$ cat config.mk
export PLATFORM = sky130hd
export DESIGN_NAME = combination_grouper
export DESIGN_NICKNAME = d
export VERILOG_FILES = /design/src/rtl/combination_pkg.sv /design/src/rtl/combination_lane_step.sv /design/src/rtl/combination_grouper.sv
export SDC_FILE = /design/constraint.sdc
export NUM_CORES = 2
export LEC_CHECK = 0
export CORE_AREA = 5 5 271 273
export DETAILED_ROUTE_END_ITERATION = 16
export DIE_AREA = 0 0 276 278
export DONT_BUFFER_PORTS = 1
export PLACE_DENSITY_LB_ADDON = 0.2
export SLEW_MARGIN = 20
export SYNTH_ARGS = -nofsm -noshare
export SYNTH_HDL_FRONTEND = slang
export SYNTH_SLANG_ARGS = --single-unit
$ cat constraint.sdc
create_clock -name clk -period 40.5 [get_ports clk]
set_clock_uncertainty 0.2 [all_clocks]
set_input_delay 4.05 -clock clk [delete_from_list [all_inputs] [get_ports clk]]
set_output_delay 4.05 -clock clk [all_outputs]
set_load 0.005 [all_outputs]
$ cat src/rtl/combination_pkg.sv
// Shared types and derived widths for the combination grouper.
package combination_pkg;

  localparam int unsigned DefWidth        = 64;
  localparam int unsigned DefChannelWidth = 4;
  localparam int unsigned DefCountWidth   = 8;

  // One mask bit per virtual channel.
  function automatic int unsigned mask_w(input int unsigned channel_width);
    return 32'd1 << channel_width;
  endfunction

  localparam int unsigned DefMaskW = mask_w(DefChannelWidth);

  // Open-group state layout for the default configuration.
  typedef struct packed {
    logic                     open;
    logic [DefWidth-1:0]      start;
    logic [DefMaskW-1:0]      mask;
    logic [DefCountWidth-1:0] count;
  } group_state_t;

endpackage

$ cat src/rtl/combination_lane_step.sv
// One tag's join/emit decision against the running group state; purely combinational.
// The emitted group, when emit is high, is the incoming state (in_*).
module combination_lane_step
  import combination_pkg::*;
#(
  parameter int unsigned WIDTH         = 64,
  parameter int unsigned CHANNEL_WIDTH = 4,
  parameter int unsigned COUNT_WIDTH   = 8,
  localparam int unsigned MASK_W       = mask_w(CHANNEL_WIDTH)
) (
  input  logic                     keep,
  input  logic [WIDTH-1:0]         tagtime,
  input  logic [CHANNEL_WIDTH-1:0] channel,
  input  logic [WIDTH-1:0]         window,
  input  logic                     in_open,
  input  logic [WIDTH-1:0]         in_start,
  input  logic [MASK_W-1:0]        in_mask,
  input  logic [COUNT_WIDTH-1:0]   in_count,
  output logic                     out_open,
  output logic [WIDTH-1:0]         out_start,
  output logic [MASK_W-1:0]        out_mask,
  output logic [COUNT_WIDTH-1:0]   out_count,
  output logic                     emit
);

  logic [WIDTH-1:0]  delta;
  logic [MASK_W-1:0] onehot;
  logic              joins;

  // Join the open group or close it and start a new one; unkept lanes pass through.
  always_comb begin
    delta     = tagtime - in_start;  // wraps modulo 2**WIDTH
    onehot    = MASK_W'(1) << channel;
    joins     = in_open && (delta <= window);
    out_open  = in_open;
    out_start = in_start;
    out_mask  = in_mask;
    out_count = in_count;
    emit      = 1'b0;
    if (keep) begin
      if (joins) begin
        out_mask  = in_mask | onehot;
        out_count = (in_count == {COUNT_WIDTH{1'b1}}) ? in_count : in_count + COUNT_WIDTH'(1);
      end else begin
        emit      = in_open;
        out_open  = 1'b1;
        out_start = tagtime;
        out_mask  = onehot;
        out_count = COUNT_WIDTH'(1);
      end
    end
  end

endmodule

$ cat src/rtl/combination_grouper.sv
// Groups tag timestamps within a window per beat and emits closed groups on a registered stream.
module combination_grouper
  import combination_pkg::*;
#(
  parameter int unsigned WIDTH         = 64,
  parameter int unsigned LANE          = 4,
  parameter int unsigned CHANNEL_WIDTH = 4,
  parameter int unsigned COUNT_WIDTH   = 8,
  localparam int unsigned MASK_W       = mask_w(CHANNEL_WIDTH)
) (
  input  logic                          clk,
  input  logic                          rst_n,
  input  logic                          s_axis_tvalid,
  output logic                          s_axis_tready,
  input  logic [LANE-1:0]               s_axis_tkeep,
  input  logic [WIDTH*LANE-1:0]         s_axis_tagtime,
  input  logic [CHANNEL_WIDTH*LANE-1:0] s_axis_channel,
  output logic                          m_axis_tvalid,
  input  logic                          m_axis_tready,
  output logic [LANE-1:0]               m_axis_tkeep,
  output logic [WIDTH*LANE-1:0]         m_axis_start,
  output logic [MASK_W*LANE-1:0]        m_axis_mask,
  output logic [COUNT_WIDTH*LANE-1:0]   m_axis_count,
  input  logic [WIDTH-1:0]              window,
  input  logic                          flush_req,
  output logic                          flush_done
);

  // Group state
  logic                   open_q, open_d;
  logic [WIDTH-1:0]       start_q, start_d;
  logic [MASK_W-1:0]      mask_q, mask_d;
  logic [COUNT_WIDTH-1:0] count_q, count_d;

  // Output register
  logic                        tvalid_q, tvalid_d;
  logic [LANE-1:0]             tkeep_q, tkeep_d;
  logic [WIDTH*LANE-1:0]       ostart_q, ostart_d;
  logic [MASK_W*LANE-1:0]      omask_q, omask_d;
  logic [COUNT_WIDTH*LANE-1:0] ocount_q, ocount_d;
  logic                        flush_done_q, flush_done_d;
  logic                        flush_armed_q, flush_armed_d;

  // Lane chain: entry i is the state seen by lane i, entry LANE the state after the beat.
  logic [LANE:0]                  c_open;
  logic [LANE:0][WIDTH-1:0]       c_start;
  logic [LANE:0][MASK_W-1:0]      c_mask;
  logic [LANE:0][COUNT_WIDTH-1:0] c_count;
  logic [LANE-1:0]                emit;

  logic load, accept, flush_svc;

  assign c_open[0]  = open_q;
  assign c_start[0] = start_q;
  assign c_mask[0]  = mask_q;
  assign c_count[0] = count_q;

  for (genvar i = 0; i < LANE; i++) begin : g_lane
    combination_lane_step #(
      .WIDTH        (WIDTH),
      .CHANNEL_WIDTH(CHANNEL_WIDTH),
      .COUNT_WIDTH  (COUNT_WIDTH)
    ) u_step (
      .keep     (s_axis_tkeep[i]),
      .tagtime  (s_axis_tagtime[i*WIDTH +: WIDTH]),
      .channel  (s_axis_channel[i*CHANNEL_WIDTH +: CHANNEL_WIDTH]),
      .window   (window),
      .in_open  (c_open[i]),
      .in_start (c_start[i]),
      .in_mask  (c_mask[i]),
      .in_count (c_count[i]),
      .out_open (c_open[i+1]),
      .out_start(c_start[i+1]),
      .out_mask (c_mask[i+1]),
      .out_count(c_count[i+1]),
      .emit     (emit[i])
    );
  end

  // Ready is forced high while in reset so upstream never sees a stale stall.
  assign s_axis_tready = !rst_n || m_axis_tready || !tvalid_q;
  assign load          = rst_n && s_axis_tready;
  assign accept        = load && s_axis_tvalid;
  assign flush_svc     = load && !s_axis_tvalid && flush_req && flush_armed_q;

  assign m_axis_tvalid = tvalid_q;
  assign m_axis_tkeep  = tkeep_q;
  assign m_axis_start  = ostart_q;
  assign m_axis_mask   = omask_q;
  assign m_axis_count  = ocount_q;
  assign flush_done    = flush_done_q;

  // Next state: beats win over flush; everything holds while the output is stalled.
  always_comb begin
    open_d        = open_q;
    start_d       = start_q;
    mask_d        = mask_q;
    count_d       = count_q;
    tvalid_d      = tvalid_q;
    tkeep_d       = tkeep_q;
    ostart_d      = ostart_q;
    omask_d       = omask_q;
    ocount_d      = ocount_q;
    flush_done_d  = 1'b0;
    flush_armed_d = flush_armed_q;
    // A fresh flush service needs flush_req to have dropped for at least one cycle.
    if (!flush_req) flush_armed_d = 1'b1;
    if (accept) begin
      open_d   = c_open[LANE];
      start_d  = c_start[LANE];
      mask_d   = c_mask[LANE];
      count_d  = c_count[LANE];
      tvalid_d = |emit;
      tkeep_d  = emit;
      for (int unsigned i = 0; i < LANE; i++) begin
        ostart_d[i*WIDTH +: WIDTH]             = c_start[i];
        omask_d[i*MASK_W +: MASK_W]            = c_mask[i];
        ocount_d[i*COUNT_WIDTH +: COUNT_WIDTH] = c_count[i];
      end
    end else if (load) begin
      tvalid_d = 1'b0;
      tkeep_d  = '0;
      if (flush_svc) begin
        flush_armed_d = 1'b0;
        flush_done_d  = 1'b1;
        if (open_q) begin
          tvalid_d                 = 1'b1;
          tkeep_d                  = LANE'(1);
          ostart_d[WIDTH-1:0]      = start_q;
          omask_d[MASK_W-1:0]      = mask_q;
          ocount_d[COUNT_WIDTH-1:0] = count_q;
          open_d                   = 1'b0;
        end
      end
    end
  end

  // Control state with synchronous active-low reset; an open group is dropped silently.
  always_ff @(posedge clk) begin
    if (!rst_n) begin
      open_q        <= 1'b0;
      mask_q        <= '0;
      count_q       <= '0;
      tvalid_q      <= 1'b0;
      tkeep_q       <= '0;
      flush_done_q  <= 1'b0;
      flush_armed_q <= 1'b1;
    end else begin
      open_q        <= open_d;
      mask_q        <= mask_d;
      count_q       <= count_d;
      tvalid_q      <= tvalid_d;
      tkeep_q       <= tkeep_d;
      flush_done_q  <= flush_done_d;
      flush_armed_q <= flush_armed_d;
    end
  end

  // Data registers carry no reset; they are qualified by open_q / tkeep_q.
  always_ff @(posedge clk) begin
    start_q  <= start_d;
    ostart_q <= ostart_d;
    omask_q  <= omask_d;
    ocount_q <= ocount_d;
  end

endmodule

==> flow_summary.ini <==
[cts]
clkSlewWorstSetupHoldPaths_ns = 0.07
cts_tree = done
cts-buffers-inserted = 47
clock_sinks = 448
cts-htree-levels = 2
cts.path.max_buffers = 3
postCtsSetupRepairBufs = 0
holdBufCountCts = 0
clockRootBuffer = clkbuf_16
post_cts_resized = 0
clk_latency_ns = 0.61

[drt]
via_per_inst = 6.180
drt-total-wl_mm = 133.6
drc_errors = 0
drtIter0Drc = 2875
ant_nets = 0
first_pass_iters = 6
wire_per_inst_um = 26.99
vias = 30590

[sta]
worst_slew_pin_slew_ns = 1.063
drv_slew = 0
clock.fmax_mhz = 28.15
finalSetupViolCount = 0
period_share_pct = 87.70
layout_min_cycle_time_ns = 35.52
setup_tns_ns = 0
hold_viol = 0
max_slew_margin_pct = 28.20
rsz0062_at_grt = no

[critical_path]
critPathKind = primary input to register
crit_slowest_cell = o41ai_1
worst_ep_arrival_time_ns = 35.82
endpoint_kind = register
reg2reg_to = count_q[7]
cp_max_fo = 73
slowest_delay_ns = 0.99
r2r_slack_ns = 7.93
r2r-start = start_q[0]
reg2reg_depth = 113
required_ns = 40.80
cp_common_cell = a21oi_1
worst_setup_path_start_kind = primary input

[global_routing]
grt-ovfl-total = 0
grt_first_pass_wirelength_mm = 192.9
grt_max_degree = 176
grt_use_total_pct = 32.96
grt_pass1_vias = 29140
antenna_found_initial = 13

[floorplanning]
rows = 98
die_w_um = 276
dieArea_um2 = 76730
io_pins = 704
initial_core_util_pct = 52.65
fp.dieH_um = 278
core_um2 = 70870

[placed_design]
portBuffers = 0
place.detailed.hpwl_mm = 110.8
dp.cells = 4854
gp_congestion = 0.9987

[synthesis]
postSynthCellCount = 3963
syn_area_um2 = 37310
syn_nets = 4824
ys_types = 108
ys.flop_type = edfxtp_1
yosys_warnings = 0
async_flop_share_pct = 0
synth_edf_count = 416
avgSynthCellArea_um2 = 9.416
ys_ff_latch = 448
ys_seq_area_share_pct = 35.19

[hold_path]
holdCritStartpoint = mask_q[1]
hold_path.class = register to register
hold_depth = 0
min_to = m_axis_mask[1]

[final_layout]
final_cell_count_no_fill = 4949
areaGrowthSynthToFinish_pct = 7.202
nets = 4814
final_cell_mix = ha_1, edfxtp_1, a21oi_1
layout-drive-gt1-share_pct = 3.959
nFillCells = 6485
mostFrequentLayoutCell = ha_1

[power_and_ir_drop]
p_leak_uw = 0.01818
powerDensity_nw_per_um2 = 73.87
ir_drop_uv = 44.26

[run_status]
status = finished, final reports clean

[flow_run]
maxCapViolCount = 0
## where the power goes
part	leakage [µW]	switching [µW]	internal (µW)
Combinational	0.0133	1070	731
Clock	0.000758	191	257
Sequential	0.00416	66.7	639
Total	0.0182	1330	1630
## Yosys cell counts, drive strengths merged (13+ instances only)
cell type / number / area share (%)
a21o: 230 / 4.6
nand2b: 62 / 1.0
buf: 19 / 0.21
mux2i: 129 / 3.5
clkbuf: 56 / 0.56
nor2b: 66 / 1.1
nor3: 72 / 1.0
o211ai: 21 / 0.42
ha: 512 / 17
inv: 392 / 3.9
a22o: 29 / 0.68
or3: 13 / 0.23
nand4: 78 / 1.3
a21oi: 409 / 5.5
o21bai: 30 / 0.60
a211oi: 45 / 0.95
or2: 15 / 0.25
xnor2: 166 / 3.9
and3: 48 / 0.80
and2: 22 / 0.38
nand2: 189 / 1.9
edfxtp: 416 / 33
dfxtp: 32 / 1.7
o21a: 50 / 1.0
nand3: 79 / 1.1
xor2: 66 / 1.6
o31ai: 18 / 0.40
o21ai: 167 / 2.2
a31oi: 29 / 0.53
nor2: 327 / 3.3
## registers in the layout, indices dropped and copies added (netlist names)
name / cells
open_q: 1
m_axis_mask: 64
flush_armed_q: 1
start_q: 64
m_axis_count: 32
mask_q: 16
m_axis_start: 256
m_axis_tvalid: 1
m_axis_tkeep: 4
flush_done: 1
count_q: 8
## worst max-delay path: cells and delay by family
| family | cells | cell delay, ns |
|---|---|---|
| compound gates | 58 | 17.16 |
| xor+xnor | 4 | 0.51 |
| fa+ha+maj | 10 | 3.00 |
| buf+inv | 7 | 1.51 |
| mux | 1 | 0.23 |
| simple gates | 34 | 8.95 |
## how the worst max path moves through the flow
stage          slack [ns]          to         startpoint
4_1_cts              5.48  count_q[7]  s_axis_tagtime[0]
5_1_grt              3.03  start_q[0]  s_axis_tagtime[0]
6_report             4.98  count_q[7]  s_axis_tagtime[0]
2_1_floorplan       12.36  start_q[1]  s_axis_tagtime[0]
3_5_place_dp         5.08  start_q[0]  s_axis_tagtime[0]
3_3_place_gp         5.41  count_q[7]  s_axis_tagtime[0]
## cell families (layout without fill, tap and decap cells)
| kind of cell | after synthesis | after routing | synth area share, % |
|---|---|---|---|
| flops | 448 | 448 | 35.19 |
| simple gates | 1023 | 1023 | 13.69 |
| xor+xnor | 232 | 232 | 5.466 |
| fa+ha+maj | 516 | 516 | 17.38 |
| compound gates | 1143 | 1143 | 19.95 |
| other cells | 0 | 8 | 0 |
| buf+inv | 468 | 496 | 4.731 |
| mux | 133 | 133 | 3.591 |
## cell type report
type / instances / area [µm²] / share of cell area (%)
clock buffers: 58 / 1239 / 3.097
multi-input cells: 3047 / 22470 / 56.18
diodes: 8 / 20.02 / 0.05005
inverters: 393 / 1483 / 3.706
well taps: 950 / 1189 / 2.971
clock inverters: 29 / 321.6 / 0.8039
repair buffers: 16 / 145.1 / 0.3628
flip-flops and latches: 448 / 13130 / 32.83
## routing by layer
| layer | vias to the layer above | wire, µm | GRT usage (%) |
|---|---|---|---|
| met5 | - | 72 | 0 |
| met4 | 12 | 5531 | 11.45 |
| met3 | 260 | 13330 | 10.68 |
| met2 | 1309 | 64070 | 57.37 |
| met1 | 14440 | 50550 | 38.51 |
| li1 | 14570 | - | - |
## through the flow
stage	setup WS (ns)	total power (µW)	utilization, %	cell area (µm²)	hold WS [ns]
floorplan	12.36	2037	-	37310	0.2029
global placement	5.406	2464	54.20	38410	0.2578
detailed placement	5.085	2480	54.20	38410	0.2476
CTS	5.482	2938	56.40	39970	0.2644
global route	3.026	3191	56.42	39990	0.2755
finish	4.981	2955	56.44	40000	0.2763
(Power assumes the default switching activity.)
